File: src/rtl/rle_pkg.sv
// Shared types for the RLE stream packer: pair layout and serialiser phase.
package rle_pkg;

  localparam int DATA_W_DEF = 8;

  typedef struct packed {
    logic signed [DATA_W_DEF-1:0] value;
    logic        [DATA_W_DEF-1:0] count;
  } pair_t;

  typedef enum logic {
    VALUE = 1'b0,
    COUNT = 1'b1
  } phase_e;

endpackage

File: src/rtl/rle_pair_fifo.sv
// Dual-push, single-pop circular buffer of {value, count} pairs.
module rle_pair_fifo #(
  parameter int DEPTH  = 16,
  parameter int PAIR_W = 16
) (
  input  logic                     clk,
  input  logic                     rst,
  input  logic                     push1,
  input  logic                     push2,
  input  logic [PAIR_W-1:0]        din1,
  input  logic [PAIR_W-1:0]        din2,
  input  logic                     pop,
  output logic [PAIR_W-1:0]        head,
  output logic [$clog2(DEPTH):0]   level
);
  localparam int PTR_W = $clog2(DEPTH);
  localparam int LVL_W = PTR_W + 1;

  logic [PAIR_W-1:0] mem [DEPTH];
  logic [PTR_W-1:0]  wr_ptr, rd_ptr, wr_ptr2;

  // Lane 2 lands behind lane 1 only when both push this cycle.
  assign wr_ptr2 = push1 ? wr_ptr + PTR_W'(1) : wr_ptr;
  assign head    = mem[rd_ptr];

  always_ff @(posedge clk) begin
    if (push1) mem[wr_ptr]  <= din1;
    if (push2) mem[wr_ptr2] <= din2;
  end

  always_ff @(posedge clk or posedge rst) begin
    if (rst) begin
      wr_ptr <= '0;
      rd_ptr <= '0;
      level  <= '0;
    end else begin
      wr_ptr <= wr_ptr + PTR_W'(push1) + PTR_W'(push2);
      rd_ptr <= rd_ptr + PTR_W'(pop);
      level  <= level + LVL_W'(push1) + LVL_W'(push2) - LVL_W'(pop);
    end
  end

endmodule

File: src/rtl/rle_stream_packer.sv
// Buffers two RLE lanes and serialises each pair as a value byte then a count byte.
module rle_stream_packer
  import rle_pkg::*;
#(
  parameter int DATA_W = DATA_W_DEF,
  parameter int DEPTH  = 16
) (
  input  logic                   clk,
  input  logic                   rst,
  input  logic                   in_valid1,
  input  logic [DATA_W-1:0]      value1,
  input  logic [DATA_W-1:0]      count1,
  input  logic                   in_valid2,
  input  logic [DATA_W-1:0]      value2,
  input  logic [DATA_W-1:0]      count2,
  output logic                   in_ready,
  output logic                   out_valid,
  output logic [DATA_W-1:0]      out_data,
  input  logic                   out_ready,
  output logic [$clog2(DEPTH):0] level,
  output logic                   overflow
);
  localparam int LVL_W  = $clog2(DEPTH) + 1;
  localparam int PAIR_W = 2 * DATA_W;

  phase_e            phase, phase_nxt;
  logic              push1, push2, pop;
  logic [PAIR_W-1:0] head;

  // Free space is judged on the registered level only; a same-cycle pop does not help.
  assign in_ready = (level <= LVL_W'(DEPTH - 2));
  assign push1    = in_valid1 & in_ready;
  assign push2    = in_valid2 & in_ready;

  rle_pair_fifo #(.DEPTH(DEPTH), .PAIR_W(PAIR_W)) u_fifo (
    .clk   (clk),
    .rst   (rst),
    .push1 (push1),
    .push2 (push2),
    .din1  ({value1, count1}),
    .din2  ({value2, count2}),
    .pop   (pop),
    .head  (head),
    .level (level)
  );

  always_ff @(posedge clk or posedge rst) begin
    if (rst) begin
      overflow <= 1'b0;
      phase    <= VALUE;
    end else begin
      if ((in_valid1 | in_valid2) & ~in_ready) overflow <= 1'b1;
      phase <= phase_nxt;
    end
  end

  always_comb begin
    phase_nxt = phase;
    out_valid = 1'b0;
    out_data  = '0;
    pop       = 1'b0;
    case (phase)
      VALUE: begin
        out_valid = (level != '0);
        if (out_valid) begin
          out_data = head[PAIR_W-1:DATA_W];
          if (out_ready) phase_nxt = COUNT;
        end
      end
      COUNT: begin
        out_valid = 1'b1;
        out_data  = head[DATA_W-1:0];
        if (out_ready) begin
          pop       = 1'b1;
          phase_nxt = VALUE;
        end
      end
      default: phase_nxt = VALUE;
    endcase
  end

endmodule

File: config.mk
export PLATFORM = sky130hd
export DESIGN_NAME = rle_stream_packer
export DESIGN_NICKNAME = d
export VERILOG_FILES = /design/src/rtl/rle_pkg.sv /design/src/rtl/rle_pair_fifo.sv /design/src/rtl/rle_stream_packer.sv
export SDC_FILE = /design/constraint.sdc
export NUM_CORES = 1
export LEC_CHECK = 0
export ABC_CLOCK_PERIOD_IN_PS = 7200
export CELL_PAD_IN_SITES_DETAIL_PLACEMENT = 0
export CELL_PAD_IN_SITES_GLOBAL_PLACEMENT = 2
export CORE_UTILIZATION = 50
export DETAILED_ROUTE_END_ITERATION = 10
export PLACE_DENSITY_LB_ADDON = 0.1
export SLEW_MARGIN = 20
export SYNTH_ARGS = -nofsm -noshare
export SYNTH_HDL_FRONTEND = slang
export SYNTH_SLANG_ARGS = --single-unit
export TNS_END_PERCENT = 20
File: constraint.sdc
create_clock -name clk -period 7.2 [get_ports clk]
set_clock_uncertainty 0.1 [all_clocks]
set_input_delay 1.44 -clock clk [delete_from_list [all_inputs] [get_ports clk]]
set_output_delay 1.44 -clock clk [all_outputs]
set_load 0.03 [all_outputs]
# Yosys cells after proc, flatten, opt, wreduce, memory -nomap -nowiden
# Memories as Yosys holds them, arrays and structs flattened.
# Index checks and enable logic that the tools add are counted.
[classes]
n_eq_ne = 0
reduce_logical = 1
add_sub_neg = 7
bitwise = 6
n_div = 0
order_cmp = 1
shifts = 0
mul = 0
n_mux = 13
[ops]
columns = ["op", "count"]
rows = [
  ["8-bit one-hot mux with 2 select lines", 1],
  ["4-bit by 1-bit adder with 4-bit output", 3],
  ["5-bit by 1-bit adder with 5-bit output", 2],
  ["1-bit two-way mux", 8],
  ["8-bit two-way mux", 1],
  ["5-bit by 4-bit <= comparator with 1-bit output, second input constant", 1],
  ["5-bit nonzero test", 1],
  ["5-bit by 1-bit subtractor with 5-bit output", 1],
  ["4-bit by 1-bit adder with 4-bit output, second input constant", 1],
  ["4-bit two-way mux", 1],
  ["1-bit one-hot mux with 2 select lines", 2],
  ["1-bit bitwise AND", 3],
  ["1-bit inverter", 2],
  ["1-bit bitwise OR", 1],
]
[totals]
mem_bits_rw = 256
elab_cells = 34
reg_bits = 15
latchBits = 0
rom_bits = 0
memories = 1
[mem_list]
columns = ["memory", "depth", "width", "rd", "rd_ports_with_merged_regs", "wr", "line", "text"]
rows = [
  ["u_fifo.mem", 16, 16, 1, 0, 2, "rle_pair_fifo.sv:19", "logic [PAIR_W-1:0] mem [DEPTH];"],
]

# Depth between registers and ports, before layout
[depth]
ltp_word = 5
ltp_mapped = 14
mapped_depth_nobuf = 13

# By module
# From an unflattened synthesis, not the netlist that was laid out.
[unflattened]
hier_cells = 939
hier_area_um2 = 14791.7
[by_module_without_submodules]
columns = ["mod", "cells_per_inst", "area_each_um2", "instances"]
rows = [
  ["rle_pair_fifo", 908, 14528.9, 1],
  ["rle_stream_packer", 31, 262.8, 1],
]

# Worst setup path before layout
# Ideal clock, no wire load.
[synth_path]
path_type = "register -> output"
from = "register u_fifo.level[2]"
to = "output port out_data[5]"
stages_incl_launch_ff = 8
setup_slack_ns = 3.547
t_arrival_ns = 2.113
path_cell_list = "dfrtp_1 inv_1 ha_1 or4b_2 nand3_1 nor2_1 a31oi_1 o221ai_1"
[synth_via]
elab_chain_len = 3
[synth_lines]
columns = ["item", "line", "text"]
rows = [
  ["start, declared", "rle_pair_fifo.sv:14", "output logic [$clog2(DEPTH):0] level"],
  ["start signal, assigned", "rle_pair_fifo.sv:39", "level <= level + LVL_W'(push1) + LVL_W'(push2) - LVL_W'(pop);"],
  ["5-bit nonzero test", "rle_stream_packer.sv:64", "out_valid = (level != '0);"],
  ["8-bit two-way mux", "rle_stream_packer.sv:65", "if (out_valid) begin"],
  ["8-bit one-hot mux with 2 select lines", "rle_stream_packer.sv:62", "case (phase)"],
  ["end, declared", "rle_stream_packer.sv:18", "output logic [DATA_W-1:0] out_data,"],
]
# No other way between the ends.

# Worst setup path in the final report
[layout_path]
from = "register u_fifo.rd_ptr[0]"
to = "output port out_data[4]"
[layout_via]
elab_chain_len = 3
[layout_lines]
columns = ["item", "line", "text"]
rows = [
  ["start, declared", "rle_pair_fifo.sv:20", "logic [PTR_W-1:0] wr_ptr, rd_ptr, wr_ptr2;"],
  ["start signal, assigned", "rle_pair_fifo.sv:38", "rd_ptr <= rd_ptr + PTR_W'(pop);"],
  ["memory read 16 x 16 bit *", "n/a", ""],
  ["8-bit two-way mux", "rle_stream_packer.sv:65", ""],
  ["8-bit one-hot mux with 2 select lines *", "rle_stream_packer.sv:62", ""],
]
# Every way passes the cells marked *; elsewhere a longest branch is shown, timed or not.

==> reports/metrics.csv <==
metric,value,unit
post-cts gate resize count,0,
drt wl/cell,30.1,um
postcts setup bufs,0,
core area,28900,um^2
final period utilization,76.3,%
beginning of the worst hold path,overflow,
Inserted Clock Buffers,30,
vias,8351,
Max Cap Viol,0,
Post-synth EDFFs,256,
CTS Root Cell,clkbuf_16,
HP Class,reg -> reg,
sequential area share after synthesis,54.7,%
outcome,finished clean,
R2R depth,7,
share of cells above drive strength 1,42.1,%
# DRC,0,
ys async rst share,5.54,%
Gate power share,37.3,%
drt initial violations,639,
GRT Overall Usage,27.0,%
mean post-synth cell area,16.3,um^2
Max VDD drop,224,uV
Final setup viols,0,
final antenna-violating net count,0,
final WL,40200,um
setup TNS,0,ns
GP Congestion,0.850,
Synth Net Count,961,
CP Launch Type,flip-flop,
Worst slew margin,28.1,%
switch share,35.5,%
"Distinct cells, synth",61,
post-synthesis register bit count,271,
Final min period,5.50,ns
FMAX,182,MHz
Clock Tree Buf Depth,3,
synthesized area,14700,um^2
clk_lat worst skew,0.56,ns
initial antenna violation count,0,
Seq pwr share,36.7,%
Pre-Repair DR Iteration Count,5,
CTS tree,done,
Crit Path Class,reg -> out,
R2R Path End,u_fifo.mem[11][4],
RSZ-0062 raised after global routing,no,
Worst R2R Start,u_fifo.wr_ptr[0],
WHS Endpoint,overflow,
mean number of vias per cell,6.26,
num rows,62,
die area,30100,um^2
design area,16500,um^2
R2R setup slack,3.74,ns
total number of H-tree levels,1,
grt ovf,0,
leakage power,5.66,nW
Final Hold Viols,0,
critical-path maximum fanout,34,
Buffers on Ports,52,
Critical Path Sink Type,primary output,
nets,981,
Clk pwr share,26.0,%
initial cell density of the core,51.0,%
largest net degree at the start of global routing,35,
Die Height,174,um
max-slew violation count,0,
"Reg clk slew, reported paths",0.06,ns
Int Pwr,3.88,mW
"Top FF cell, synth",edfxtp_1,
Die W,174,um
pwr dens,365,nW/um^2
synthesized instance count,906,
Crit. Startpoint,u_fifo.rd_ptr[0],
Net Sw Power,2.14,mW
first-pass GRT wire length,58500,um
hold buffer count at cts,0,
Syn. warnings,0,
required time of the worst setup path,5.66,ns
Least-Margin Pin Slew,1.08,ns
HPWL Detailed,24400,um
hold depth,1,
Filler cells,2299,
Layout area overhead,12.2,%
num ports,53,
vias in the first global route,8659,
CP arrival,3.96,ns
dpl cell area,15500,um^2
total clock sinks,271,
[sequential cells by signal, indices dropped and copies added (netlist names)]
name,cells
u_fifo.wr_ptr,4
u_fifo.level,5
u_fifo.rd_ptr,4
phase,1
overflow,1
u_fifo.mem,256
[through the flow]
step	instances	power, mW	hold WS (ns)	utilization (%)	setup slack, ns
floorplan	906	3.74	0.373	-	3.55
global placement	1278	4.45	0.357	53.7	2.31
detailed placement	1278	4.50	0.365	53.8	2.27
CTS	1334	6.06	0.385	57.2	1.65
global route	1334	6.26	0.412	57.2	1.53
finish	1335	6.03	0.386	57.2	1.70
[power by group through the flow]
stage               sequential [mW]  clock, mW  combinational [mW]
finish                         2.21       1.57                2.25
global route                   2.24       1.65                2.38
CTS                            2.21       1.59                2.26
detailed placement             2.25          0                2.25
global placement               2.23          0                2.22
floorplan                      2.10          0                1.64
[cells by family (layout without fill, tap and decap cells)]
family                     after synthesis  count (layout)  synth area share [%]
buffers and inverters                  101             145                  3.90
and+or+nand+nor                         81              81                  3.53
AOI/OAI and AO/OA                       65              65                  3.56
muxes                                  360             360                  31.9
xor gates and xnor gates                 8               8                 0.527
other                                    0               1                     0
DFF                                    271             271                  54.7
adders and majority gates               20              20                  1.82
[cell type report]
class / count / area, um^2 / area share [%]
Antenna cell: 1 / 2.50 / 0.0151
Clock buffer: 33 / 762 / 4.61
Clock inverter: 23 / 244 / 1.48
Inverter: 18 / 67.6 / 0.409
Multi-Input combinational cell: 534 / 6230 / 37.7
Sequential cell: 271 / 8070 / 48.8
Tap cell: 384 / 480 / 2.91
Timing Repair Buffer: 71 / 663 / 4.01
[synthesized netlist by cell type (2+ instances only)]
master,count,area share (%)
edfxtp_1,256,52
mux2_2,192,15
mux2i_1,56,3.8
mux4_2,48,7.3
mux2_4,47,4.8
clkbuf_1,37,0.94
nand2_1,18,0.46
inv_1,17,0.43
mux2_1,17,1.3
nor2_1,16,0.41
buf_2,15,0.51
dfrtp_1,15,2.5
ha_1,15,1.3
buf_4,14,0.71
a21oi_1,11,0.37
nor2_4,11,0.84
buf_6,10,0.76
o22ai_1,10,0.42
a22oi_1,8,0.41
a31oi_1,8,0.34
o221ai_1,8,0.48
nand3_1,6,0.20
nor2b_1,6,0.25
buf_1,4,0.10
nand2b_1,4,0.17
xnor2_1,4,0.24
and2_1,3,0.13
buf_12,3,0.41
fa_1,3,0.41
o21ai_0,3,0.10
xor2_1,3,0.18
a21o_1,2,0.10
maj3_1,2,0.14
nand2b_4,2,0.19
nand3_4,2,0.24
nor3_1,2,0.068
o21bai_1,2,0.10
or2_1,2,0.085
or3_1,2,0.085
[critical path, cell delays in order, from the launching register on]
cell	delay, ns
dfrtp_4	0.86
buf_4	0.49
mux4_2	0.57
mux2i_1	0.17
nor2_1	0.07
a31oi_1	0.30
o221ai_1	0.25
clkdlybuf4s50_1	0.66
[layer usage]
metal	global-route usage, %	share of wire [%]
met4	7.64	2.4
met2	46.9	51
met5	0	0
met1	35.7	42
met3	3.11	4.7
[placed cells by master (no fill, tap or decap), types with 11 or more instances in the layout]
master,netlist,routed
a21oi_1,11,11
inv_1,17,17
mux2i_1,56,56
clkbuf_16,0,30
nand2_1,18,18
mux2_2,192,192
mux2_1,17,17
ha_1,15,15
nor2_1,16,13
buf_4,14,19
mux2_4,47,47
dfrtp_1,15,12
clkdlybuf4s50_1,0,52
edfxtp_1,256,256
mux4_2,48,48
nor2_4,11,11
[worst max path at each step]
stage          depth (start not counted)  slack (ns)          end
2_1_floorplan                          7        3.55  out_data[5]
3_3_place_gp                           7        2.31  out_data[4]
3_5_place_dp                           7        2.27  out_data[4]
4_1_cts                                7        1.65  out_data[4]
5_1_grt                                7        1.53  out_data[4]
6_report                               7        1.70  out_data[4]
No activity file was read; power rests on OpenSTA's default activity.
==> patch, RTL diff (same settings) <==
Register the output `level`, cleared by the reset; this adds one clock of latency there. The other outputs are not delayed to match. Comments in the files are not updated.
--- a/src/rtl/rle_stream_packer.sv
+++ b/src/rtl/rle_stream_packer.sv
@@ -24,4 +24,6 @@
   localparam int PAIR_W = 2 * DATA_W;
 
+  logic [$clog2(DEPTH):0] level_d;
+
   phase_e            phase, phase_nxt;
   logic              push1, push2, pop;
@@ -29,5 +31,5 @@
 
   // Free space is judged on the registered level only; a same-cycle pop does not help.
-  assign in_ready = (level <= LVL_W'(DEPTH - 2));
+  assign in_ready = (level_d <= LVL_W'(DEPTH - 2));
   assign push1    = in_valid1 & in_ready;
   assign push2    = in_valid2 & in_ready;
@@ -42,5 +44,5 @@
     .pop   (pop),
     .head  (head),
-    .level (level)
+    .level (level_d)
   );
 
@@ -62,5 +64,5 @@
     case (phase)
       VALUE: begin
-        out_valid = (level != '0);
+        out_valid = (level_d != '0);
         if (out_valid) begin
           out_data = head[PAIR_W-1:DATA_W];
@@ -80,4 +82,12 @@
   end
 
+  always_ff @(posedge clk or posedge rst) begin
+    if (rst) begin
+      level <= '0;
+    end else begin
+      level <= level_d;
+    end
+  end
+
 endmodule
 
Formal check against the unedited RTL: not equivalent (a bounded check fails within 4 cycles, from zero or initial values and one cycle with rst high).
==> patch against the original RTL <==
  * First-iteration DRC count grew 13%
  * Sequential cell count grew 5
  * Synthesized area grew 0.85%
  * Wire length shrank 3.7%
  * Sequential share of layout area grew 0.77 points
  * Cell count is essentially flat
  * Power shrank 1.2%
  * Worst setup slack gained 0.086 ns
  * Global-route usage shrank 1.0 points
  * Cell area is essentially flat
  * Via count shrank 1.3%
  * Critical path type unchanged
  * Largest power group unchanged
==> patch: results (changes against the original RTL) <==
Final layout
  – Antenna diodes: 0 (-1)
  – Area occupied by multi-input gates: 6193 sq um (-0.60%)
  – Final clock-cell share: 5.591% (-0.50 points)
  – Number of sequential storage elements: 276 (+1.8%)
  – Non-clock buffers: 70 (-1.4%)
  – Largest registers in the final layout: u_fifo.mem x256, level x5, u_fifo.level x5
  – Clock buffer cells: 40 (+21%)
  – Design Area, Final: 16510 sq um (about the same)
  – Relative area of non-clock buffer cells in the final design: 3.970% (-0.044 points)
  – Share of final-layout standard cells stronger than drive strength 1: 41.28% (-0.82 points)
  – Final #Nets: 985 (+0.41%)
  – Sequential standard cell area: 8194 sq um (+1.6%)
  – Fill count: 2242 (-2.5%)

Worst setup path
  – Maximum fanout encountered on the critical timing path: 42 (+24%)
  – Data arrival at the endpoint of the critical path: 3.87 ns (-0.09 ns)

Clock tree
  – Maximum count of clock buffers along a single path: 3 (unchanged)

STA
  – Worst slew margin relative to its limit: 30.10% (+2.0 points)
  – Final worst hold slack: 0.3445 ns (-0.04187 ns)

Yosys
  – Post-synthesis cell count: 911 (+0.55%)
  – Synth async-reset ratio: 7.246% (+1.7 points)
  – Sequential fraction of the synthesis area: 55.13% (+0.38 points)
  – Biggest area contributors in the synthesized netlist: sky130_fd_sc_hd__edfxtp_1, sky130_fd_sc_hd__mux2_2, sky130_fd_sc_hd__mux4_2

GRT
  – Global routing met2 resource utilization: 43.03% (-3.9 points)
  – Largest net degree at the start of global routing: 43 (+23%)
  – Wire length of the first global-routing pass: 56910 um (-2.6%)
  – Met1 routing resource usage after global routing: 35.74% (about the same)
  – Via count of the first global-routing pass: 8513 (-1.7%)
  – Fraction of met3 tracks used by global routing: 3.565% (+0.45 points)

Power
  – Clock power share: 24.7% (-1.3 points)
  – Sequential Power Share: 37.5% (+0.8 points)
  – LEAKAGE: 5.668 nW (+0.22%)
  – Switching power: 2.121 mW (-1.0%)

Placed design
  – Final estimated routing congestion in global placement: 0.8487 (-0.19%)
  – Final HPWL from detailed placement: 23900 um (-1.8%)
  – Pre-CTS setup slack: 2.149 ns (-0.1263 ns)
  – Placed standard-cell area: 15590 sq um (+0.48%)
  – Cells after DPL: 1282 (+0.31%)

Routing
  – DR WL met3: 2378 um (+25%)
  – Met2 Wirelength: 18860 um (-8.0%)
  – First DRT Iteration DRCs: 725 (+13%)
  – Wire length the detailed router placed on met1: 16410 um (-2.4%)
  – Total detailed-routing wirelength: 38680 um (-3.7%)
  – Detailed-route via count: 8242 (-1.3%)

Run status
  – Run status: finished, final reports clean

Floorplanning
  – Core Footprint: 28940 sq um (+0.27%)
## patch: cell families after synthesis
family                     Yosys count  synth area share (%)
xor gates and xnor gates             8                0.5224
adders and majority gates           20                 1.803
DFF                                276                 55.13
muxes                              360                 31.65
AOI/OAI and AO/OA                   65                 3.530
and+or+nand+nor                     81                 3.496
buffers and inverters              101                 3.867
## patch: path summary, 6_finish.rpt
path,from,end,slack [ns],depth (start not counted)
min in group asynchronous,rst,u_fifo.wr_ptr[3]$_DFF_PP0_,1.25,2
worst min-delay path,u_fifo.level[3]$_DFF_PP0_,level[3]$_DFF_PP0_,0.34,0
worst min register to register,u_fifo.level[3]$_DFF_PP0_,level[3]$_DFF_PP0_,0.34,0
worst max register to register,u_fifo.wr_ptr[0]$_DFF_PP0_,u_fifo.mem[3][0]$_DFFE_PP_,3.71,7
max in group asynchronous,rst,u_fifo.rd_ptr[0]$_DFF_PP0_,5.14,2
worst max-delay path,u_fifo.rd_ptr[0]$_DFF_PP0_,out_data[3],1.79,5
